===== src/rtl/risc_spm_pkg.sv =====
// Shared definitions for the RISC stored-program machine: word size,
// instruction opcodes and the Bus_1 / Bus_2 source-select encodings.
package risc_spm_pkg;

    localparam int WORD_SIZE = 8;

    typedef enum logic [3:0] {
        NOP = 4'd0,
        ADD = 4'd1,
        SUB = 4'd2,
        AND = 4'd3,
        NOT = 4'd4,
        RD  = 4'd5,
        WR  = 4'd6,
        BR  = 4'd7,
        BRZ = 4'd8
    } opcode_t;

    typedef enum logic [2:0] {
        SEL1_R0 = 3'd0,
        SEL1_R1 = 3'd1,
        SEL1_R2 = 3'd2,
        SEL1_R3 = 3'd3,
        SEL1_PC = 3'd4
    } bus1_sel_t;

    typedef enum logic [1:0] {
        SEL2_ALU  = 2'd0,
        SEL2_BUS1 = 2'd1,
        SEL2_MEM  = 2'd2
    } bus2_sel_t;

endpackage


===== src/rtl/risc_alu.sv =====
// Combinational ALU of the processing unit: A is Reg_Y, B is Bus_1.
// Carry/borrow output is only built when PU_CARRY_FLAG_EN is defined.
module risc_alu #(
    parameter int WORD_SIZE = risc_spm_pkg::WORD_SIZE
) (
    input  logic [WORD_SIZE-1:0] a_i,
    input  logic [WORD_SIZE-1:0] b_i,
    input  logic [3:0]           opcode_i,
    output logic [WORD_SIZE-1:0] alu_out,
    output logic                 alu_zero,
    output logic                 alu_carry
);
    import risc_spm_pkg::*;

    always_comb begin
        alu_out = '0;
        case (opcode_t'(opcode_i))
            ADD:     alu_out = a_i + b_i;
            SUB:     alu_out = b_i - a_i;
            AND:     alu_out = a_i & b_i;
            NOT:     alu_out = ~b_i;
            default: alu_out = '0;
        endcase
    end

    assign alu_zero = (alu_out == '0);

`ifdef PU_CARRY_FLAG_EN
    logic [WORD_SIZE:0] addWide;

    assign addWide = {1'b0, a_i} + {1'b0, b_i};

    // SUB computes B-A, so a borrow occurs exactly when B < A
    always_comb begin
        alu_carry = 1'b0;
        case (opcode_t'(opcode_i))
            ADD:     alu_carry = addWide[WORD_SIZE];
            SUB:     alu_carry = (b_i < a_i);
            default: alu_carry = 1'b0;
        endcase
    end
`else
    assign alu_carry = 1'b0;
`endif

endmodule


===== src/rtl/processing_unit.sv =====
// Datapath of the RISC stored-program machine: general registers, PC, IR,
// address register, ALU operand register and flags. Macro: PU_CARRY_FLAG_EN.
module processing_unit #(
    parameter int WORD_SIZE = risc_spm_pkg::WORD_SIZE
) (
    input  logic                 clk,
    input  logic                 rst,
    input  logic                 Load_R0,
    input  logic                 Load_R1,
    input  logic                 Load_R2,
    input  logic                 Load_R3,
    input  logic                 Load_PC,
    input  logic                 Inc_PC,
    input  logic                 Load_IR,
    input  logic                 Load_Add_R,
    input  logic                 Load_Reg_Y,
    input  logic                 Load_Reg_Z,
    input  logic [2:0]           Sel_Bus_1_Mux,
    input  logic [1:0]           Sel_Bus_2_Mux,
    input  logic [WORD_SIZE-1:0] mem_word,
    output logic [WORD_SIZE-1:0] instruction,
    output logic [WORD_SIZE-1:0] address,
    output logic [WORD_SIZE-1:0] Bus_1,
    output logic                 Zflag,
    output logic                 Cflag
);
    import risc_spm_pkg::*;

    logic [WORD_SIZE-1:0] r0_q, r1_q, r2_q, r3_q;
    logic [WORD_SIZE-1:0] r0_d, r1_d, r2_d, r3_d;
    logic [WORD_SIZE-1:0] pc_q, pc_d;
    logic [WORD_SIZE-1:0] ir_q, ir_d;
    logic [WORD_SIZE-1:0] addr_q, addr_d;
    logic [WORD_SIZE-1:0] regY_q, regY_d;
    logic                 zflag_q, zflag_d;

    logic [WORD_SIZE-1:0] bus2;
    logic [WORD_SIZE-1:0] aluOut;
    logic                 aluZero;
    logic                 aluCarry;

    always_comb begin
        Bus_1 = '0;
        case (bus1_sel_t'(Sel_Bus_1_Mux))
            SEL1_R0: Bus_1 = r0_q;
            SEL1_R1: Bus_1 = r1_q;
            SEL1_R2: Bus_1 = r2_q;
            SEL1_R3: Bus_1 = r3_q;
            SEL1_PC: Bus_1 = pc_q;
            default: Bus_1 = '0;
        endcase
    end

    always_comb begin
        bus2 = '0;
        case (bus2_sel_t'(Sel_Bus_2_Mux))
            SEL2_ALU:  bus2 = aluOut;
            SEL2_BUS1: bus2 = Bus_1;
            SEL2_MEM:  bus2 = mem_word;
            default:   bus2 = '0;
        endcase
    end

    risc_alu #(.WORD_SIZE(WORD_SIZE)) uAlu (
        .a_i       (regY_q),
        .b_i       (Bus_1),
        .opcode_i  (ir_q[7:4]),
        .alu_out   (aluOut),
        .alu_zero  (aluZero),
        .alu_carry (aluCarry)
    );

    // Every load strobe samples the same Bus_2 value; an explicit PC load beats increment
    always_comb begin
        r0_d    = Load_R0    ? bus2 : r0_q;
        r1_d    = Load_R1    ? bus2 : r1_q;
        r2_d    = Load_R2    ? bus2 : r2_q;
        r3_d    = Load_R3    ? bus2 : r3_q;
        ir_d    = Load_IR    ? bus2 : ir_q;
        addr_d  = Load_Add_R ? bus2 : addr_q;
        regY_d  = Load_Reg_Y ? bus2 : regY_q;
        zflag_d = Load_Reg_Z ? aluZero : zflag_q;
        pc_d    = pc_q;
        if (Load_PC) begin
            pc_d = bus2;
        end else if (Inc_PC) begin
            pc_d = pc_q + 1'b1;
        end
    end

    always_ff @(posedge clk or negedge rst) begin
        if (!rst) begin
            r0_q    <= '0;
            r1_q    <= '0;
            r2_q    <= '0;
            r3_q    <= '0;
            pc_q    <= '0;
            ir_q    <= '0;
            addr_q  <= '0;
            regY_q  <= '0;
            zflag_q <= 1'b0;
        end else begin
            r0_q    <= r0_d;
            r1_q    <= r1_d;
            r2_q    <= r2_d;
            r3_q    <= r3_d;
            pc_q    <= pc_d;
            ir_q    <= ir_d;
            addr_q  <= addr_d;
            regY_q  <= regY_d;
            zflag_q <= zflag_d;
        end
    end

`ifdef PU_CARRY_FLAG_EN
    logic cflag_q, cflag_d;

    always_comb begin
        cflag_d = Load_Reg_Z ? aluCarry : cflag_q;
    end

    always_ff @(posedge clk or negedge rst) begin
        if (!rst) begin
            cflag_q <= 1'b0;
        end else begin
            cflag_q <= cflag_d;
        end
    end

    assign Cflag = cflag_q;
`else
    // The ALU drives a constant 0 carry in this build
    assign Cflag = aluCarry;
`endif

    assign instruction = ir_q;
    assign address     = addr_q;
    assign Zflag       = zflag_q;

endmodule


===== config.mk =====
export PLATFORM = sky130hd
export DESIGN_NAME = processing_unit
export DESIGN_NICKNAME = d
export VERILOG_FILES = /design/src/rtl/risc_spm_pkg.sv /design/src/rtl/risc_alu.sv /design/src/rtl/processing_unit.sv
export SDC_FILE = /design/constraint.sdc
export NUM_CORES = 1
export LEC_CHECK = 0
export ABC_AREA = 1
export CORE_MARGIN = 2
export CORE_UTILIZATION = 56
export DETAILED_ROUTE_END_ITERATION = 7
export GPL_ROUTABILITY_DRIVEN = 0
export PLACE_DENSITY = 0.77
export RECOVER_POWER = 100
export SLEW_MARGIN = 10
export SYNTH_ARGS = -nofsm -noshare
export SYNTH_HDL_FRONTEND = slang
export SYNTH_SLANG_ARGS = --single-unit

===== constraint.sdc =====
create_clock -name clk -period 2.9 [get_ports clk]
set_input_delay 0.29 -clock clk [delete_from_list [all_inputs] [get_ports clk]]
set_output_delay 0.29 -clock clk [all_outputs]
set_load 0.01 [all_outputs]

==> results.sh, run 1 <==
export IMPL_area_growth_synth_to_final_pct=29.37
export IMPL_skew_ns=0.01438
export IMPL_max_stage_delay_ns=0.41
export IMPL_n_antenna_cell=0
export IMPL_die_w_microns=89.50
export IMPL_first_pass_iters=5
export IMPL_syn_inst=553
export IMPL_path_cells="inv_1 -> nand3_1 -> o31ai_2 -> xor2_1 -> inv_1 -> ha_1 -> buf_4 -> a21oi_1 -> nand3_1 -> nand3_1 -> nand2_1 -> nand2_1 -> nand2_4 -> nand2_1 -> nand2_1"
export IMPL_status="finished, violations left"
export IMPL_grt_usage=0.3169
export IMPL_clkTransAtPathRegs_ns=0.09
export IMPL_crit_arrival_ns=2.95
export IMPL_timing_slew_headroom=-0.4030
export IMPL_synth_avg_cell_area_sq_um=7.403
export IMPL_io_buffer_count=49
export IMPL_pin_count=51
export IMPL_crit_fanout=8
export IMPL_finalPower_mw=3.705
export IMPL_rsz0062_at_grt="yes"
export IMPL_num_vias=4005
export IMPL_grt_max_degree=37
export IMPL_drtAntennaViolNets=0
export IMPL_worstPathRequired_ns=3.14
export IMPL_fin_area_sq_mm=0.005296
export IMPL_remaining_drc_errors=0
export IMPL_initial_core_util=0.5705
export IMPL_setup_viol_count_final=0
export IMPL_dpl_cell_area_sq_mm=0.004980
export IMPL_crit_buf_inv=3
export IMPL_fin_nets=685
export IMPL_synth_cell_types=37
export IMPL_finalWorstPathRequiredPeriod_ns=2.704
export IMPL_root_buffer="clkbuf_8"
export IMPL_grt_ovfl_total=0
export IMPL_synthXorXnorAreaFrac=0.01711
export IMPL_crit_path_top_delay_cell="dfrtp_1"
export IMPL_path_common_cell="nand2_1"
export IMPL_synth_nets=589
export IMPL_std_cell_rows=31
export IMPL_tightest_slew_ns=2.105
export IMPL_dp_cells=732
export IMPL_wl_per_cell_microns=15.70
export IMPL_start_kind="flop"
export IMPL_final_common_cell="nand2_1"
export IMPL_fin_crit_sh=0.9325
export IMPL_whs_ns=0.4848
export IMPL_htreeDepth=3
export IMPL_slew_viol_final=37
export IMPL_grt_pass1_wl_microns=18810
export IMPL_end_kind="flop"
export IMPL_core_area_sq_mm=0.007176
export IMPL_synthMuxAreaShare=0
export IMPL_grt_pass1_vias=3829
export IMPL_synth_compound_area_frac=0.1326
export IMPL_hp_class="flop to flop"
export IMPL_cts_tree="yes"
export IMPL_layout_common_cells="nand2_1 (188), inv_1 (73), dfrtp_1 (64)"
export IMPL_cts_sinks=65
export IMPL_crit_type="flop to flop"
export IMPL_fmax_mhz=369.8
export IMPL_clockBufferDepth=2
export IMPL_failed_checks="max-capacitance violations, max-slew violations"
export IMPL_hpwl_microns=8602
export IMPL_synth_top_family_by_area="simple AND/OR/NAND/NOR gates"
export IMPL_synth_adder_area_share=0.03545
export IMPL_cap_violations=1
export IMPL_ys_seq_elements=65
export IMPL_power_density_mw_per_mm2=699.5
export IMPL_netlist_area_sq_mm=0.004094
export IMPL_hold_viol_final=0
export IMPL_ys_seq_area_frac=0.3973
export IMPL_async_reset_ff_frac=1.000
export IMPL_final_layout_size_suffix_gt1_frac=0.1927
export IMPL_fin_cells=753
export IMPL_ys_warn_count=0
export IMPL_antenna_found_initial=0
export IMPL_peakVddDrop_uv=508.9
export IMPL_die_area_sq_mm=0.008010
export IMPL_leakage_nw=2.747
export IMPL_fill_cells=539
export IMPL_ys_flop_type="dfrtp_1"
export IMPL_cts_buffers=9
export IMPL_dieHeight_microns=89.50
export IMPL_synthSimpleGateAreaFrac=0.3295
export IMPL_critical_path_top_delay_family="simple AND/OR/NAND/NOR gates"
export IMPL_totalWireLength_microns=11830
export IMPL_synth_edf_count=0
export IMPL_drt_iter0_markers=334
export IMPL_viasPerCell=5.319
export IMPL_clk_latency_ns=0.36
[cell type report]
class	count	area, sq um	share of cell area
Inverter	80	302.8	0.05717
Timing Repair Buffer	95	850.8	0.1606
Clock inverter	7	78.83	0.01488
Sequential cell	65	1628	0.3073
Tap cell	99	123.9	0.02339
Multi-Input combinational cell	398	2188	0.4132
Clock buffer	9	123.9	0.02339
[power breakdown]
| group | total (mW) | leakage, nW | internal, mW | switching (mW) |
|---|---|---|---|---|
| logic | 1.68 | 1.81 | 0.704 | 0.976 |
| clock network | 0.817 | 0.0977 | 0.406 | 0.412 |
| registers | 1.21 | 0.837 | 1.08 | 0.126 |
| total | 3.70 | 2.75 | 2.19 | 1.51 |
[layer usage]
metal  global-route usage  wire length [microns]
met1               0.4265                   5311
met2               0.4956                   5362
met3              0.05633                    734
met4               0.1533                    416
met5                    0                      0
[cell usage after synthesis (all sizes together), types with 2 or more instances]
master / n / area share
nand2: 206 / 0.20
a22oi: 8 / 0.020
o21ai: 34 / 0.047
nand4: 6 / 0.0092
a31oi: 11 / 0.017
clkbuf: 2 / 0.0018
o31ai: 6 / 0.021
buf: 8 / 0.012
inv: 80 / 0.073
ha: 10 / 0.031
nor3: 3 / 0.0064
a21oi: 8 / 0.0098
xor2: 8 / 0.017
nand3b: 2 / 0.0037
nor2: 48 / 0.054
dfrtp: 65 / 0.40
nand3: 36 / 0.051
o22ai: 7 / 0.014
[flip-flops by register name, summed over array words and instances, names as in the netlist, 8 cells and up]
register / count
pc_q: 8
instruction: 8
regY_q: 8
r2_q: 8
r1_q: 8
r0_q: 8
r3_q: 8
address: 8
[cell families (layout without fill, tap and decap cells)]
kind of cell / after synthesis / in the layout
AND/OR/NAND/NOR: 302 / 302
buffers and inverters: 90 / 191
AO/OA/AOI/OAI: 76 / 76
flip-flops: 65 / 65
adder cells (fa/ha/maj): 11 / 11
XOR/XNOR: 8 / 8
other: 1 / 1
[path summary, 6_finish.rpt]
check	startpoint	to	slack, ns	cells after the start
hold / removal	address[1]	address[1]	0.48	2
min in group asynchronous	rst	pc_q[6]	0.53	1
setup / recovery	regY_q[2]	instruction[6]	0.20	15
hold reg to reg	address[1]	address[1]	0.48	2
setup reg to reg	regY_q[2]	instruction[6]	0.20	15
max in group asynchronous	rst	instruction[7]	0.65	2
[worst min-delay path, delay by kind of cell (launching register included)]
| kind | cells | cell delay [ns] |
|---|---|---|
| simple gates | 2 | 0.10 |
| flops | 1 | 0.35 |
[through the flow]
| stage | TNS (ns) | utilization | setup slack, ns |
|---|---|---|---|
| 6_report | 0 | 0.7381 | 0.1957 |
| 5_1_grt | -0.2247 | 0.7381 | -0.05577 |
| 4_1_cts | 0 | 0.7221 | 0.02226 |
| 3_5_place_dp | -15.98 | 0.6940 | -0.3892 |
| 3_3_place_gp | -9.739 | 0.6940 | -0.2360 |
| 2_1_floorplan | 0 | - | 0.3617 |
[timing repair]
item,CTS,global route
cloned,0,0
hold buffers,0,0
buffers inserted,0,5
pin swaps,0,4
endpoints found under the setup margin,5,57
gates resized for setup,1,19
No activity file was read; power rests on OpenSTA's default activity.
==> run 2, diff against run 1 <==
Settings changed: PLACE_DENSITY 0.77 to 0.86, SLEW_MARGIN 10 to 20.
==> results.sh, run 2 (same netlist as run 1, synthesis figures left out) <==
export IMPL_remaining_drc_errors=0
export IMPL_critical_path_top_delay_family="simple AND/OR/NAND/NOR gates"
export IMPL_grt_pass1_vias=4081
export IMPL_timing_slew_headroom=-0.07631
export IMPL_worstPathRequired_ns=3.17
export IMPL_hold_viol_final=0
export IMPL_final_layout_size_suffix_gt1_frac=0.1867
export IMPL_start_kind="flop"
export IMPL_wl_per_cell_microns=16.58
export IMPL_end_kind="flop"
export IMPL_setup_viol_count_final=0
export IMPL_hpwl_microns=9040
export IMPL_cts_tree="yes"
export IMPL_cts_sinks=65
export IMPL_std_cell_rows=31
export IMPL_fin_crit_sh=0.9569
export IMPL_io_buffer_count=49
export IMPL_crit_buf_inv=3
export IMPL_final_common_cell="nand2_1"
export IMPL_power_density_mw_per_mm2=722.3
export IMPL_failed_checks="max-capacitance violations, max-slew violations"
export IMPL_crit_arrival_ns=3.05
export IMPL_totalWireLength_microns=12390
export IMPL_clkTransAtPathRegs_ns=0.08
export IMPL_max_stage_delay_ns=0.42
export IMPL_n_antenna_cell=0
export IMPL_grt_max_degree=66
export IMPL_grt_ovfl_total=0
export IMPL_crit_start="regY_q[0]"
export IMPL_clk_latency_ns=0.36
export IMPL_skew_ns=0.006898
export IMPL_grt_usage=0.3256
export IMPL_crit_fanout=3
export IMPL_num_vias=4269
export IMPL_switching_share=0.4064
export IMPL_combPwrFrac=0.445
export IMPL_die_area_sq_mm=0.008010
export IMPL_tightest_slew_ns=1.614
export IMPL_peakVddDrop_uv=391.4
export IMPL_pin_count=51
export IMPL_finalPower_mw=3.785
export IMPL_finalSetupTns_ns=0
export IMPL_first_pass_iters=5
export IMPL_hp_class="primary input to async pin"
export IMPL_status="finished, violations left"
export IMPL_clockBufferDepth=2
export IMPL_sequentialPowerShare=0.320
export IMPL_core_area_sq_mm=0.007176
export IMPL_drtAntennaViolNets=0
export IMPL_clockPowerShare=0.235
export IMPL_htreeDepth=3
export IMPL_p_switching_mw=1.538
export IMPL_fill_cells=499
export IMPL_grt_pass1_wl_microns=19290
export IMPL_fin_nets=679
export IMPL_initial_core_util=0.5705
export IMPL_drt_iter0_markers=488
export IMPL_power_internal_mw=2.247
export IMPL_layout_common_cells="nand2_1 (189), inv_1 (72), dfrtp_1 (65)"
export IMPL_crit_type="flop to flop"
export IMPL_regArea_sq_mm=0.001627
export IMPL_viasPerCell=5.715
export IMPL_finalWorstPathRequiredPeriod_ns=2.775
export IMPL_path_cells="inv_1 -> ha_2 -> nand2_1 -> o21ai_1 -> buf_4 -> fa_1 -> inv_1 -> nand3_1 -> nand2_1 -> xor2_1 -> nand2_1 -> nand3_1 -> nand2_1 -> nand2_2 -> nand2_1 -> o21ai_1"
export IMPL_die_w_microns=89.50
export IMPL_root_buffer="clkbuf_8"
export IMPL_leakage_nw=2.740
export IMPL_dieHeight_microns=89.50
export IMPL_fmax_mhz=360.4
export IMPL_path_common_cell="nand2_1"
export IMPL_cts_buffers=9
export IMPL_crit_path_top_delay_cell="dfrtp_1"
export IMPL_slew_viol_final=66
export IMPL_r2r_start="regY_q[0]"
export IMPL_area_growth_synth_to_final_pct=28.00
export IMPL_cap_violations=1
export IMPL_multi_input_area_sq_mm=0.002170
export IMPL_antenna_found_initial=0
run 2: cell count changes in the layout (fill, tap and decap cells not counted), sizes merged:
cell	before	now
clkinv	2	1
bufinv	1	2
clkdlybuf4s50	31	26
dlymetal6s2s	2	1
buf	44	39
dlygate4sd3	14	19
clkbuf	12	11
nand2	206	207
run 2: worst paths after layout:
kind / endpoint / slack, ns / cells after the start
worst max-delay path: r1_q[4] / 0.12 / 16
worst min-delay path: pc_q[5] / 0.42 / 2
worst max register to register: r1_q[4] / 0.12 / 16
worst min register to register: instruction[3] / 0.48 / 2
max in group asynchronous: instruction[7] / 1.53 / 2
min in group clk: instruction[3] / 0.48 / 2
run 2: repair_timing:
item	4_1_cts	5_1_grt
gates cloned	0	1
hold endpoints to repair	0	0
pin swaps	0	2
buffers inserted	0	2
endpoints found under the setup margin	4	43
resized for setup	2	22
hold buffers	0	0
run 2: power by group through the flow:
stage / registers (mW) / logic [mW] / clock network [mW]
finish: 1.21 / 1.68 / 0.889
global route: 1.23 / 1.85 / 0.937
CTS: 1.20 / 1.62 / 0.887
detailed placement: 1.21 / 1.61 / 0
global placement: 1.21 / 1.53 / 0
floorplan: 1.21 / 0.960 / 0
run 2: per-layer routing:
metal,routed length [microns],GRT usage
met5,0,0
met4,713,0.1832
met3,1116,0.07849
met2,5808,0.5226
met1,4747,0.4030
run 2: stage by stage:
stage,utilization,hold slack (ns),instance area [sq um],worst slack [ns],cells
detailed placement,0.6881,0.4698,4937,-0.3693,728
finish,0.7303,0.4191,5240,0.1249,747
floorplan,-,-0.005591,4094,0.3617,553
global placement,0.6881,0.4648,4937,-0.2818,728
CTS,0.7191,0.1395,5160,0.07938,744
global route,0.7303,0.5077,5240,-0.05359,747
run 2: final cells by class:
class | instances | share of cell area
multi-input cells | 399 | 0.4140
inverters | 80 | 0.05778
flip-flops and latches | 65 | 0.3104
clock buffers | 9 | 0.02364
repair buffers | 88 | 0.1511
well taps | 99 | 0.02364
clock inverters | 7 | 0.01934
